$ cat src/rtl/axi4_rd_req_rr_arbiter.sv
// ---------------------------------------------------------------------------
// axi4_rd_req_rr_arbiter
// Round-robin read-address arbiter for one master port of the AXI4 crossbar.
// It grants one qualified slave-port request at a time. The grant is
// registered, one-hot, and held until the address handshake completes. A
// credit counter tracks outstanding reads and blocks new grants at the limit.
//
// Ports
//   ACLK          : clock, rising edge
//   sysReset      : synchronous active-low reset
//   REQ           : qualified request per slave port
//   GRANT_ACK     : VALID&READY handshake of the granted request
//   TXN_DONE      : one-cycle pulse per completed read transaction
//   GRANT_VALID   : a grant is active
//   GRANT         : one-hot grant vector (zero when idle)
//   GRANT_ENC     : binary index of the granted port (zero when idle)
//   OUTSTANDING   : accepted-but-uncompleted transaction count
//   CREDIT_FULL   : OUTSTANDING == MAX_OUTSTANDING
//   ERR_UNDERFLOW : sticky, TXN_DONE seen with nothing outstanding
// ---------------------------------------------------------------------------
module axi4_rd_req_rr_arbiter #(
    parameter int unsigned NUM_SLAVES       = 8,
    parameter int unsigned NUM_SLAVES_WIDTH = 3,
    parameter int unsigned MAX_OUTSTANDING  = 8,
    parameter int unsigned CNT_WIDTH        = 4
) (
    input  logic                        ACLK,
    input  logic                        sysReset,
    input  logic [NUM_SLAVES-1:0]       REQ,
    input  logic                        GRANT_ACK,
    input  logic                        TXN_DONE,
    output logic                        GRANT_VALID,
    output logic [NUM_SLAVES-1:0]       GRANT,
    output logic [NUM_SLAVES_WIDTH-1:0] GRANT_ENC,
    output logic [CNT_WIDTH-1:0]        OUTSTANDING,
    output logic                        CREDIT_FULL,
    output logic                        ERR_UNDERFLOW
);

    typedef enum logic {
        ST_IDLE    = 1'b0,
        ST_GRANTED = 1'b1
    } state_t;

    localparam logic [NUM_SLAVES_WIDTH-1:0] LAST_IDX = NUM_SLAVES_WIDTH'(NUM_SLAVES - 1);
    localparam logic [CNT_WIDTH-1:0]        CNT_MAX  = CNT_WIDTH'(MAX_OUTSTANDING);
    localparam logic [NUM_SLAVES-1:0]       ONE_HOT0 = NUM_SLAVES'(1);

    state_t                      r_state;
    state_t                      w_state_nxt;
    logic                        r_grant_valid;
    logic [NUM_SLAVES-1:0]       r_grant;
    logic [NUM_SLAVES_WIDTH-1:0] r_grant_enc;
    logic [NUM_SLAVES_WIDTH-1:0] r_ptr;
    logic [CNT_WIDTH-1:0]        r_cnt;
    logic                        r_err;

    logic                        w_grant_valid_nxt;
    logic [NUM_SLAVES-1:0]       w_grant_nxt;
    logic [NUM_SLAVES_WIDTH-1:0] w_grant_enc_nxt;
    logic [NUM_SLAVES_WIDTH-1:0] w_ptr_nxt;
    logic [CNT_WIDTH-1:0]        w_cnt_nxt;
    logic                        w_err_nxt;

    logic                        w_win_found;
    logic [NUM_SLAVES_WIDTH-1:0] w_win_idx;
    logic [NUM_SLAVES_WIDTH-1:0] w_scan;
    logic                        w_credit_ok;
    logic                        w_can_grant;
    logic                        w_ack;

    // Winner search: first set REQ bit from the pointer upward, wrapping.
    always_comb begin
        w_win_found = 1'b0;
        w_win_idx   = '0;
        w_scan      = r_ptr;
        for (int unsigned i = 0; i < NUM_SLAVES; i++) begin
            if (!w_win_found && REQ[w_scan]) begin
                w_win_found = 1'b1;
                w_win_idx   = w_scan;
            end
            w_scan = (w_scan == LAST_IDX) ? '0 : w_scan + NUM_SLAVES_WIDTH'(1);
        end
    end

    assign w_credit_ok = (r_cnt < CNT_MAX);
    assign w_can_grant = w_win_found && w_credit_ok;
    // A handshake only counts while a grant is actually held.
    assign w_ack       = (r_state == ST_GRANTED) && GRANT_ACK;

    // State and registered outputs.
    always_ff @(posedge ACLK) begin
        if (!sysReset) begin
            r_state       <= ST_IDLE;
            r_grant_valid <= 1'b0;
            r_grant       <= '0;
            r_grant_enc   <= '0;
            r_ptr         <= '0;
            r_cnt         <= '0;
            r_err         <= 1'b0;
        end else begin
            r_state       <= w_state_nxt;
            r_grant_valid <= w_grant_valid_nxt;
            r_grant       <= w_grant_nxt;
            r_grant_enc   <= w_grant_enc_nxt;
            r_ptr         <= w_ptr_nxt;
            r_cnt         <= w_cnt_nxt;
            r_err         <= w_err_nxt;
        end
    end

    // Next-state logic.
    always_comb begin
        w_state_nxt = r_state;
        case (r_state)
            ST_IDLE:    if (w_can_grant) w_state_nxt = ST_GRANTED;
            ST_GRANTED: if (GRANT_ACK)   w_state_nxt = ST_IDLE;
            default:    w_state_nxt = ST_IDLE;
        endcase
    end

    // Next values of the registered outputs, pointer and credit counter.
    always_comb begin
        w_grant_valid_nxt = r_grant_valid;
        w_grant_nxt       = r_grant;
        w_grant_enc_nxt   = r_grant_enc;
        w_ptr_nxt         = r_ptr;
        w_cnt_nxt         = r_cnt;
        w_err_nxt         = r_err;

        case (r_state)
            ST_IDLE: begin
                if (w_can_grant) begin
                    w_grant_valid_nxt = 1'b1;
                    w_grant_nxt       = ONE_HOT0 << w_win_idx;
                    w_grant_enc_nxt   = w_win_idx;
                end
            end
            ST_GRANTED: begin
                // Grant is held even if the granted REQ bit drops.
                if (GRANT_ACK) begin
                    w_grant_valid_nxt = 1'b0;
                    w_grant_nxt       = '0;
                    w_grant_enc_nxt   = '0;
                    w_ptr_nxt         = (r_grant_enc == LAST_IDX) ? '0
                                        : r_grant_enc + NUM_SLAVES_WIDTH'(1);
                end
            end
            default: begin
                w_grant_valid_nxt = 1'b0;
                w_grant_nxt       = '0;
                w_grant_enc_nxt   = '0;
            end
        endcase

        // Simultaneous accept and completion cancel out.
        if (w_ack && !TXN_DONE) begin
            w_cnt_nxt = r_cnt + CNT_WIDTH'(1);
        end else if (!w_ack && TXN_DONE) begin
            if (r_cnt == '0) begin
                w_err_nxt = 1'b1;
            end else begin
                w_cnt_nxt = r_cnt - CNT_WIDTH'(1);
            end
        end
    end

    assign GRANT_VALID   = r_grant_valid;
    assign GRANT         = r_grant;
    assign GRANT_ENC     = r_grant_enc;
    assign OUTSTANDING   = r_cnt;
    assign CREDIT_FULL   = (r_cnt == CNT_MAX);
    assign ERR_UNDERFLOW = r_err;

endmodule

$ cat config.mk
export PLATFORM = sky130hd
export DESIGN_NAME = axi4_rd_req_rr_arbiter
export DESIGN_NICKNAME = d
export VERILOG_FILES = /design/src/rtl/axi4_rd_req_rr_arbiter.sv
export SDC_FILE = /design/constraint.sdc
export NUM_CORES = 1
export LEC_CHECK = 0
export CORE_MARGIN = 4
export CORE_UTILIZATION = 45
export DETAILED_ROUTE_END_ITERATION = 16
export GPL_ROUTABILITY_DRIVEN = 0
export PLACE_DENSITY_LB_ADDON = 0.1
export RECOVER_POWER = 50
export SETUP_SLACK_MARGIN = 0.15
export SLEW_MARGIN = 10
export SYNTH_ARGS = -nofsm -noshare
export SYNTH_HDL_FRONTEND = slang
export SYNTH_SLANG_ARGS = --single-unit
$ cat constraint.sdc
create_clock -name ACLK -period 4.2 [get_ports ACLK]
set_clock_uncertainty 0.2 [all_clocks]
set_input_delay 0.42 -clock ACLK [delete_from_list [all_inputs] [get_ports ACLK]]
set_output_delay 0.42 -clock ACLK [all_outputs]
set_load 0.05 [all_outputs]
==> flow_summary.json <==
{
  "status": "finished, final reports clean",
  "cp_num_buf_inv": 1,
  "die_h_um": 75.88,
  "synthFlopType": "dfxtp_1",
  "synth_area_leaders": "dfxtp_1 (20%), a21oi_1 (5.3%), ha_1 (4.8%)",
  "clkTransAtPathRegs_ns": 0.07,
  "peakVddDrop_uv": 348.8,
  "wl_per_cell_um": 16.82,
  "cts.sink_count": 21,
  "area_growth_pct": 15.75,
  "synth_edf_count": 0,
  "ant_nets": 0,
  "synthArstFlopShare_pct": 0,
  "cts_buffer_depth": 2,
  "start_util_pct": 46.97,
  "hold_viol": 0,
  "drc_errors": 0,
  "drive_gt1_share_pct": 10.87,
  "path_cells": "ha_1, ha_1, nor2_1, a21oi_1, mux4_2, nand4bb_4, nand3b_4, o41ai_4, buf_4, nand3_1, o31ai_1",
  "synth-seq-cells": 21,
  "tightestPinTransition_ns": 0.7735,
  "synthCells": 253,
  "numCtsBuffers": 3,
  "ioPinCount": 30,
  "synth_commonest_cells": "nand2_1 (23), a21oi_1 (22), dfxtp_1 (21), nor2_1 (21), nand3_1 (13)",
  "place_ws_ns": 0.4739,
  "dr.pass1.iters": 4,
  "dieArea_um2": 5757,
  "p_per_area_nw_per_um2": 547.7,
  "grt_antenna_before_repair": 0,
  "yosysSeqAreaShare_pct": 20.28,
  "min_period_ns": 3.739,
  "synth_warnings": 0,
  "placed_cells": 324,
  "layout.cells.non_filler": 328,
  "track_usage_pct": 19.97,
  "postSynthAreaPerCell_um2": 8.195,
  "setup_ws_ns": 0.4615,
  "synth.top_cell.area_share_pct": 20.28,
  "synth_nets": 274,
  "setup_viol": 0,
  "via_per_inst": 6.177,
  "slew_viol_final": 0,
  "cts_tree": "yes",
  "fin_crit_sh_pct": 89.01,
  "worstPathArrival_ns": 3.70,
  "synth_top_cell_by_area": "dfxtp_1",
  "max_stage_delay_ns": 0.52,
  "hold_path_class": "flop to flop",
  "portBuffers": 29,
  "multi_input_area_um2": 1526,
  "cts_max_level": 1,
  "worstPathRequired_ns": 4.16,
  "grt_pass1_wl_um": 8928,
  "crit_fanout": 17,
  "diodes": 0,
  "cp-startpoint": "r_ptr[1]$_SDFFE_PN0P_",
  "num_vias": 2026,
  "initialDrtViolationCount": 166,
  "hp-start": "GRANT_VALID$_SDFFE_PN0P_",
  "netlist_area_um2": 2073,
  "die_w_um": 75.88,
  "drv_cap": 0,
  "finalWirelength_um": 5517,
  "max-slew-margin-rel_pct": 48.06,
  "hpwl_um": 4294,
  "p_leak_nw": 0.9220,
  "reg2reg_from": "r_ptr[1]$_SDFFE_PN0P_",
  "grt_max_degree": 26,
  "regArea_um2": 420.4,
  "finalNetCount": 298,
  "clock_latency_ns": 0.26,
  "root_buffer": "clkbuf_8",
  "overflow": 0,
  "yosysMostFrequentCell": "nand2_1",
  "end_kind": "flop",
  "rsz0062_at_grt": "false",
  "finalSetupTns_ns": 0,
  "fmax_mhz": 267.5,
  "cpMostUsedCell": "ha_1",
  "path_class": "flop to flop",
  "fillCellCount": 442,
  "fin_util_pct": 54.37,
  "cp_top_family": "compound AO/OA/AOI/OAI gates",
  "std_cell_rows": 24,
  "slowest_stage": "o41ai_4",
  "grt_pass1_vias": 1883,
  "synth.distinct_cells": 68,
  "core_um2": 4414,
  "critPathLaunchType": "flop"
}
==> state kept, by name (all words and copies together) (netlist names) <==
register	count
ERR_UNDERFLOW	1
GRANT	8
GRANT_ENC	3
GRANT_VALID	1
OUTSTANDING	4
r_ptr	3
r_state	1
==> area by class of cell <==
type / instances / share of cell area, %
repair buffers: 33 / 13.35
clock buffers: 4 / 1.877
multi-input cells: 212 / 63.61
well taps: 52 / 2.711
inverters: 6 / 0.9385
flip-flops and latches: 21 / 17.52
==> cells by family (layout without fill, tap and decap cells) <==
kind of cell,count (synthesis),in the layout,synth area share (%)
XOR/XNOR,7,7,2.957
AO/OA/AOI/OAI,86,86,30.12
multiplexers,11,11,7.423
adder cells (fa/ha/maj),9,9,5.794
flip-flops,21,21,20.28
buffers and inverters,20,43,6.216
AND/OR/NAND/NOR,99,99,27.22
==> cell usage in the layout (no fill, tap or decap), types with 3 or more instances in the layout <==
cell type / count
mux2i_1: 5
nand3b_1: 4
nand2_1: 23
nor3_1: 6
nor2b_1: 3
o41ai_1: 4
a211oi_1: 7
nand2b_1: 4
clkbuf_8: 3
a31oi_1: 3
ha_1: 8
dlygate4sd3_1: 16
nor4_1: 4
a21oi_1: 22
inv_1: 6
dfxtp_1: 21
buf_4: 4
o21ai_1: 3
nand3_1: 13
mux4_2: 3
xnor2_1: 5
nor2_1: 21
a21o_1: 4
o21ai_0: 7
o211ai_1: 3
o21a_1: 4
o22ai_1: 3
o31ai_1: 5
or3b_1: 3
clkdlybuf4s50_1: 13
==> tightest hold or removal path: cells and delay by family (launching register included) <==
family	cells	cell delay (ns)
AND/OR/NAND/NOR	1	0.06
AO/OA/AOI/OAI	1	0.06
flip-flops	1	0.31
==> report_power, final <==
part | switching [W] | total (W) | internal [W]
Combinational | 0.000551 | 0.000888 | 0.000337
Sequential | 0.0000497 | 0.000297 | 0.000247
Clock | 0.0000622 | 0.000130 | 0.0000675
==> metal layers <==
layer  routed length [µm]  share of wire [%]  global-route usage, %
met1                 2619                 47                  27.61
met2                 2552                 46                  31.94
met3                  211                3.8                  1.979
met5                    0                  0                      0
met4                  133                2.4                  7.573
==> worst paths after layout <==
path / end / slack [ns] / cells past startpoint
setup / recovery: GRANT[3]$_SDFFE_PN0P_ / 0.46 / 11
hold / removal: GRANT_VALID$_SDFFE_PN0P_ / 0.27 / 2
setup reg to reg: GRANT[3]$_SDFFE_PN0P_ / 0.46 / 11
hold reg to reg: GRANT_VALID$_SDFFE_PN0P_ / 0.27 / 2
==> through the flow <==
step | cell area (µm²) | hold slack (ns) | power [W]
floorplan | 2073 | 0.2626 | 0.0009935
global placement | 2352 | 0.2491 | 0.001200
detailed placement | 2352 | 0.2615 | 0.001197
CTS | 2397 | 0.2808 | 0.001332
global route | 2400 | 0.2989 | 0.001408
finish | 2400 | 0.2721 | 0.001314
==> timing repair <==
item | in CTS | in global routing
hold endpoints to repair | 0 | 0
resized for setup | 0 | 1
hold buffers | 0 | 0
setup endpoints to repair | 0 | 3
setup buffers | 0 | 0
Power figures use the tool's default switching activity.
